### config.mk
export PLATFORM = sky130hd
export DESIGN_NAME = board_ctrl
export DESIGN_NICKNAME = d
export VERILOG_FILES = /design/src/rtl/ttt_pkg.sv /design/src/rtl/move_hist_stack.sv /design/src/rtl/board_ctrl.sv
export SDC_FILE = /design/constraint.sdc
export NUM_CORES = 1
export LEC_CHECK = 0
export CORE_AREA = 3 3 95 97
export CTS_CLUSTER_SIZE = 40
export DETAILED_ROUTE_END_ITERATION = 6
export DIE_AREA = 0 0 98 100
export PLACE_DENSITY_LB_ADDON = 0.3
export SETUP_SLACK_MARGIN = 0.2
export SLEW_MARGIN = 25
export SYNTH_ARGS = -nofsm -noshare
export SYNTH_HDL_FRONTEND = slang
export SYNTH_HIERARCHICAL = 1
export SYNTH_SLANG_ARGS = --single-unit
export TNS_END_PERCENT = 50
### constraint.sdc
create_clock -name clk -period 4.6 [get_ports clk]
set_input_delay 1.38 -clock clk [delete_from_list [all_inputs] [get_ports clk]]
set_output_delay 1.38 -clock clk [all_outputs]
set_load 0.02 [all_outputs]
### src/rtl/ttt_pkg.sv
// Shared definitions for the tic-tac-toe datapath: mark codes, board geometry
// and the board-controller game state.
package ttt_pkg;

   localparam logic [1:0] EMPTY  = 2'b00;
   localparam logic [1:0] MARK_X = 2'b01;
   localparam logic [1:0] MARK_O = 2'b10;

   localparam int N_TILES = 9;
   localparam int TILE_W  = 2;

   typedef enum logic [1:0] {
      PLAY = 2'd0,
      FULL = 2'd1,
      OVER = 2'd2
   } game_state_t;

   function automatic logic [1:0] other_mark(input logic [1:0] mark);
      return (mark == MARK_X) ? MARK_O : MARK_X;
   endfunction

endpackage

### src/rtl/move_hist_stack.sv
// Move-history LIFO: one tile index per accepted move, popped by undo.
// Top-of-stack is read combinationally so undo can clear its tile on the same edge.
module move_hist_stack
   import ttt_pkg::*;
#(
   parameter int DEPTH = N_TILES,
   parameter int W     = 4
) (
   input  logic         clk,
   input  logic         reset,
   input  logic         push,
   input  logic         pop,
   input  logic [W-1:0] push_data,
   output logic [W-1:0] top,
   output logic         empty,
   output logic         full
);

   localparam int PW = $clog2(DEPTH + 1);

   logic [W-1:0]  mem_reg [DEPTH];
   logic [PW-1:0] ptr_reg;
   logic [PW-1:0] top_idx;

   assign empty   = (ptr_reg == '0);
   assign full    = (ptr_reg == PW'(DEPTH));
   assign top_idx = ptr_reg - 1'b1;
   assign top     = empty ? '0 : mem_reg[top_idx];

   // Storage carries no reset; only entries below the pointer are ever read.
   always_ff @(posedge clk) begin
      if (push && !full) begin
         mem_reg[ptr_reg] <= push_data;
      end
   end

   always_ff @(posedge clk) begin
      if (reset) begin
         ptr_reg <= '0;
      end else if (push && !full) begin
         ptr_reg <= ptr_reg + 1'b1;
      end else if (pop && !empty) begin
         ptr_reg <= ptr_reg - 1'b1;
      end
   end

endmodule

### src/rtl/board_ctrl.sv
// Tic-tac-toe board writer: legality check, board register, turn order,
// game-state FSM and undo via the move-history stack.
module board_ctrl
   import ttt_pkg::*;
#(
   parameter logic [1:0] FIRST_PLAYER = 2'b01,
   parameter bit         UNDO_EN      = 1'b1
) (
   input  logic        clk,
   input  logic        reset,
   input  logic        move_valid,
   input  logic [3:0]  move_idx,
   input  logic        undo_req,
   input  logic        game_over,
   output logic [17:0] tiles,
   output logic [1:0]  cur_player,
   output logic        move_ack,
   output logic        move_reject,
   output logic        undo_sig,
   output logic [3:0]  move_count,
   output logic        board_full
);

   game_state_t state_reg, state_next;
   logic [1:0]  board_reg [N_TILES];
   logic [1:0]  player_reg;
   logic [3:0]  count_reg, count_next;
   logic        full_reg;
   logic        ack_reg, reject_reg, undo_sig_reg;

   logic [N_TILES-1:0] target_hit;
   logic [3:0] hist_top;
   logic       hist_empty, hist_full;
   logic       undo_req_eff, undo_acc, move_acc, idx_ok;

   assign undo_req_eff = UNDO_EN && undo_req;
   assign undo_acc     = undo_req_eff && !hist_empty;
   assign idx_ok       = (move_idx <= 4'(N_TILES - 1));
   assign move_acc     = move_valid && (state_reg == PLAY) && !game_over && idx_ok
                         && !(|target_hit) && !undo_req_eff && !hist_full;

   move_hist_stack #(.DEPTH(N_TILES), .W(4)) u_hist (
      .clk       (clk),
      .reset     (reset),
      .push      (move_acc),
      .pop       (undo_acc),
      .push_data (move_idx),
      .top       (hist_top),
      .empty     (hist_empty),
      .full      (hist_full)
   );

   // One register per tile; a move writes the addressed tile, an undo clears the popped one.
   generate
      for (genvar gi = 0; gi < N_TILES; gi++) begin : g_tile
         assign target_hit[gi] = (move_idx == 4'(gi)) && (board_reg[gi] != EMPTY);
         assign tiles[gi*TILE_W +: TILE_W] = board_reg[gi];

         always_ff @(posedge clk) begin
            if (reset) begin
               board_reg[gi] <= EMPTY;
            end else if (move_acc && (move_idx == 4'(gi))) begin
               board_reg[gi] <= player_reg;
            end else if (undo_acc && (hist_top == 4'(gi))) begin
               board_reg[gi] <= EMPTY;
            end
         end
      end
   endgenerate

   always_comb begin
      state_next = state_reg;
      count_next = count_reg;
      if (move_acc) begin
         count_next = count_reg + 1'b1;
      end else if (undo_acc) begin
         count_next = count_reg - 1'b1;
      end

      // A live game_over always lands in OVER; only an undo with it low leaves OVER.
      if (undo_acc) begin
         state_next = game_over ? OVER : PLAY;
      end else if (game_over) begin
         state_next = OVER;
      end else if (move_acc && (count_next == 4'(N_TILES))) begin
         state_next = FULL;
      end
   end

   always_ff @(posedge clk) begin
      if (reset) begin
         state_reg    <= PLAY;
         player_reg   <= FIRST_PLAYER;
         count_reg    <= '0;
         full_reg     <= 1'b0;
         ack_reg      <= 1'b0;
         reject_reg   <= 1'b0;
         undo_sig_reg <= 1'b0;
      end else begin
         state_reg    <= state_next;
         count_reg    <= count_next;
         full_reg     <= (count_next == 4'(N_TILES));
         ack_reg      <= move_acc;
         reject_reg   <= move_valid && !move_acc;
         undo_sig_reg <= undo_acc;
         if (move_acc || undo_acc) begin
            player_reg <= other_mark(player_reg);
         end
      end
   end

   assign cur_player  = player_reg;
   assign move_count  = count_reg;
   assign board_full  = full_reg;
   assign move_ack    = ack_reg;
   assign move_reject = reject_reg;
   assign undo_sig    = undo_sig_reg;

endmodule

==> results_dict.tcl <==
set metrics [dict create \
    async_flop_share 0 \
    critPathTopFamily "simple AND/OR/NAND/NOR gates" \
    die_h_um 100 \
    grt_pass1_vias 2286 \
    drt_pass1_iterations 5 \
    rsz0062_at_grt "false" \
    io_pins 37 \
    post-route-util 0.509 \
    yosys_register_bits 70 \
    die_area_um2 9800 \
    cts_hold_buf 0 \
    syn-num-nets 303 \
    slowest_stage "clkdlybuf4s50_1" \
    synth_cell_types 62 \
    syn_area_um2 3480 \
    hp-start "state_reg[0]" \
    fp.dieW_um 98 \
    start_util 0.424 \
    hp-class "reg -> reg" \
    routedWlPerCell_um 16.3 \
    drive_gt1_frac 0.143 \
    mostFrequentLayoutCells "54 x edfxtp_1, 51 x nor2_1, 36 x clkdlybuf4s50_1" \
    max_freq_mhz 253 \
    p_leak_nw 1.41 \
    nets 345 \
    hold_viol 0 \
    slew_headroom 0.597 \
    status "completed" \
    crit_type "in -> reg" \
    cp_num_buf_inv 2 \
    grt_usage 0.154 \
    antenna_found_initial 0 \
    cpPeakStageDelay_ns 0.71 \
    antenna_cells 0 \
    cts_tree "yes" \
    clkTransAtPathRegs_ns 0.08 \
    syn_inst 288 \
    yosysSeqAreaShare 0.557 \
    numPortBuffers 36 \
    setup_tns_ns 0 \
    design.core.area_um2 8220 \
    cts_max_level 3 \
    slew_violations 0 \
    overflow 0 \
    numCtsBuffers 9 \
    crit_arrival_ns 4.22 \
    clock_skew_ns 0.00957 \
    root_buffer "clkbuf_8" \
    post_cts_buffers 0 \
    seq_area_um2 1940 \
    synth_edf_count 54 \
    vdd_drop_max_uv 254 \
    synthFlopType "edfxtp_1" \
    largest_reg_flops 36 \
    grt_max_degree 20 \
    multi_input_area_um2 1410 \
    cts.sinks 70 \
    totalWireLength_mm 7.17 \
    row_count 33 \
    syn2layout_area_growth_pct 20.0 \
    synth_area_per_cell_um2 12.1 \
    reg2reg_to "state_reg[0]" \
    min_period_over_period 0.858 \
    vias_per_cell 5.51 \
    drv_cap 0 \
    postRouteAntennaNets 0 \
    drc 0 \
    final_common_cell "edfxtp_1" \
    dp_hpwl_mm 5.23 \
    critPathCaptureType "flip-flop" \
    power_density_nw_per_um2 315 \
    r2r-start "u_hist/ptr_reg[0]" \
    routabilityCongestion 0.755 \
    whs_endpoint "state_reg[0]" \
    grt_pass1_wl_mm 11.9 \
    ff2ff_setup_slack_ns 1.38 \
    fin_crit_ns 3.95 \
    crit_chain "clkdlybuf4s50_1, or4_1, o22ai_2, a2111oi_4, nand2_1, inv_2, or4b_1, o311a_2, nand2b_4, a21oi_1" \
    fillers 717 \
    ff2ff_path_depth 10 \
    tightestPinTransition_ns 0.601 \
    clock_latency_ns 0.35 \
    holdPathStages 2 \
    drt-initial-drc-count 125 \
    via_count 2426 \
    ctsLongestPathBuffers 2 \
    critPathMaxFanout 19 \
    setup_viol 0 \
    required_ns 4.87 \
    cts_resized 0 \
    cp-start-kind "input pin" \
    yosys_warnings 6 \
]
-- metrics by stage --
| step | hold slack, ns | area [um2] | cells | worst slack, ns | total power [W] |
|---|---|---|---|---|---|
| 4_1_cts | 0.504 | 4180 | 440 | 0.614 | 0.00133 |
| 3_5_place_dp | 0.491 | 3960 | 424 | 0.254 | 0.000787 |
| 2_1_floorplan | 0.452 | 3480 | 288 | 0.957 | 0.000748 |
| 6_report | 0.503 | 4180 | 440 | 0.653 | 0.00132 |
| 3_3_place_gp | 0.471 | 3960 | 424 | 0.329 | 0.000785 |
| 5_1_grt | 0.518 | 4180 | 440 | 0.438 | 0.00137 |
-- final cells by class --
class                      instances  share of cell area
clock buffer                       9              0.0296
clock inverter                     7              0.0234
inverter                           8             0.00719
multi-input combinational        194               0.338
sequential                        70               0.465
tap                              105              0.0314
timing repair buffer              47               0.106
-- routing by layer --
metal	up-vias	routed length, um	GRT usage
met1	1175	3230	0.196
met5	-	0	0
met2	58	3500	0.256
li1	1180	-	-
met3	13	315	0.0368
met4	0	120	0.0607
-- worst max path at each step --
stage	start	endpoint	slack, ns	depth (start not counted)
after floorplan	move_idx[1]	u_hist/mem_reg[2][0]	0.96	8
after global placement	move_idx[0]	u_hist/ptr_reg[0]	0.33	10
after detailed placement	move_idx[0]	u_hist/ptr_reg[0]	0.25	10
after CTS	move_idx[0]	u_hist/ptr_reg[1]	0.61	10
after global routing	move_idx[0]	u_hist/ptr_reg[1]	0.44	10
final	move_idx[0]	u_hist/ptr_reg[1]	0.65	10
-- cell usage after synthesis (2+ instances only) --
cell,instances,area share
mux2i_1,6,0.017
buf_2,2,0.0029
or4_1,2,0.0043
a21o_1,2,0.0043
or4bb_1,3,0.0097
a32oi_1,2,0.0050
nand3_1,2,0.0029
nor3_1,6,0.0086
o21ai_0,12,0.017
dfxtp_1,16,0.092
clkbuf_1,8,0.0086
nand2_1,11,0.012
nor4_1,2,0.0036
buf_6,5,0.016
inv_1,7,0.0075
o22ai_2,2,0.0072
a31oi_1,5,0.0090
mux4_2,4,0.026
nand3b_1,2,0.0043
mux4_1,4,0.030
nor2_2,2,0.0036
edfxtp_1,54,0.47
or3_1,2,0.0036
or4b_1,3,0.0086
nand2b_1,4,0.0072
nor2_1,51,0.055
a211oi_1,5,0.011
ha_1,6,0.022
nor2b_1,4,0.0072
nor3b_1,3,0.0065
a21oi_1,16,0.023
xnor2_1,5,0.013
-- cells by family after synthesis --
logic type      share of synthesized area
flops                               0.557
compound gates                      0.114
mux                                0.0733
simple gates                        0.176
xor+xnor                           0.0198
fa+ha+maj                          0.0216
buf+inv                            0.0374
-- where the power goes --
group | switching [W] | total, W | internal, W
logic | 0.0000454 | 0.0000794 | 0.0000340
clock network | 0.000237 | 0.000544 | 0.000307
registers | 0.00000508 | 0.000692 | 0.000687
total | 0.000288 | 0.00132 | 0.00103
-- worst register-to-register path, stage by stage (launching register included) --
cell and delay [ns]:
dfxtp_1 0.43, inv_1 0.16, ha_1 0.35, nor3b_2 0.46
nand2b_1 0.44, inv_1 0.26, a21o_1 0.26, a32oi_1 0.20
nor2b_1 0.06, o311ai_0 0.38, a21oi_1 0.12
Note: power is estimated with default switching activity, not from simulation.
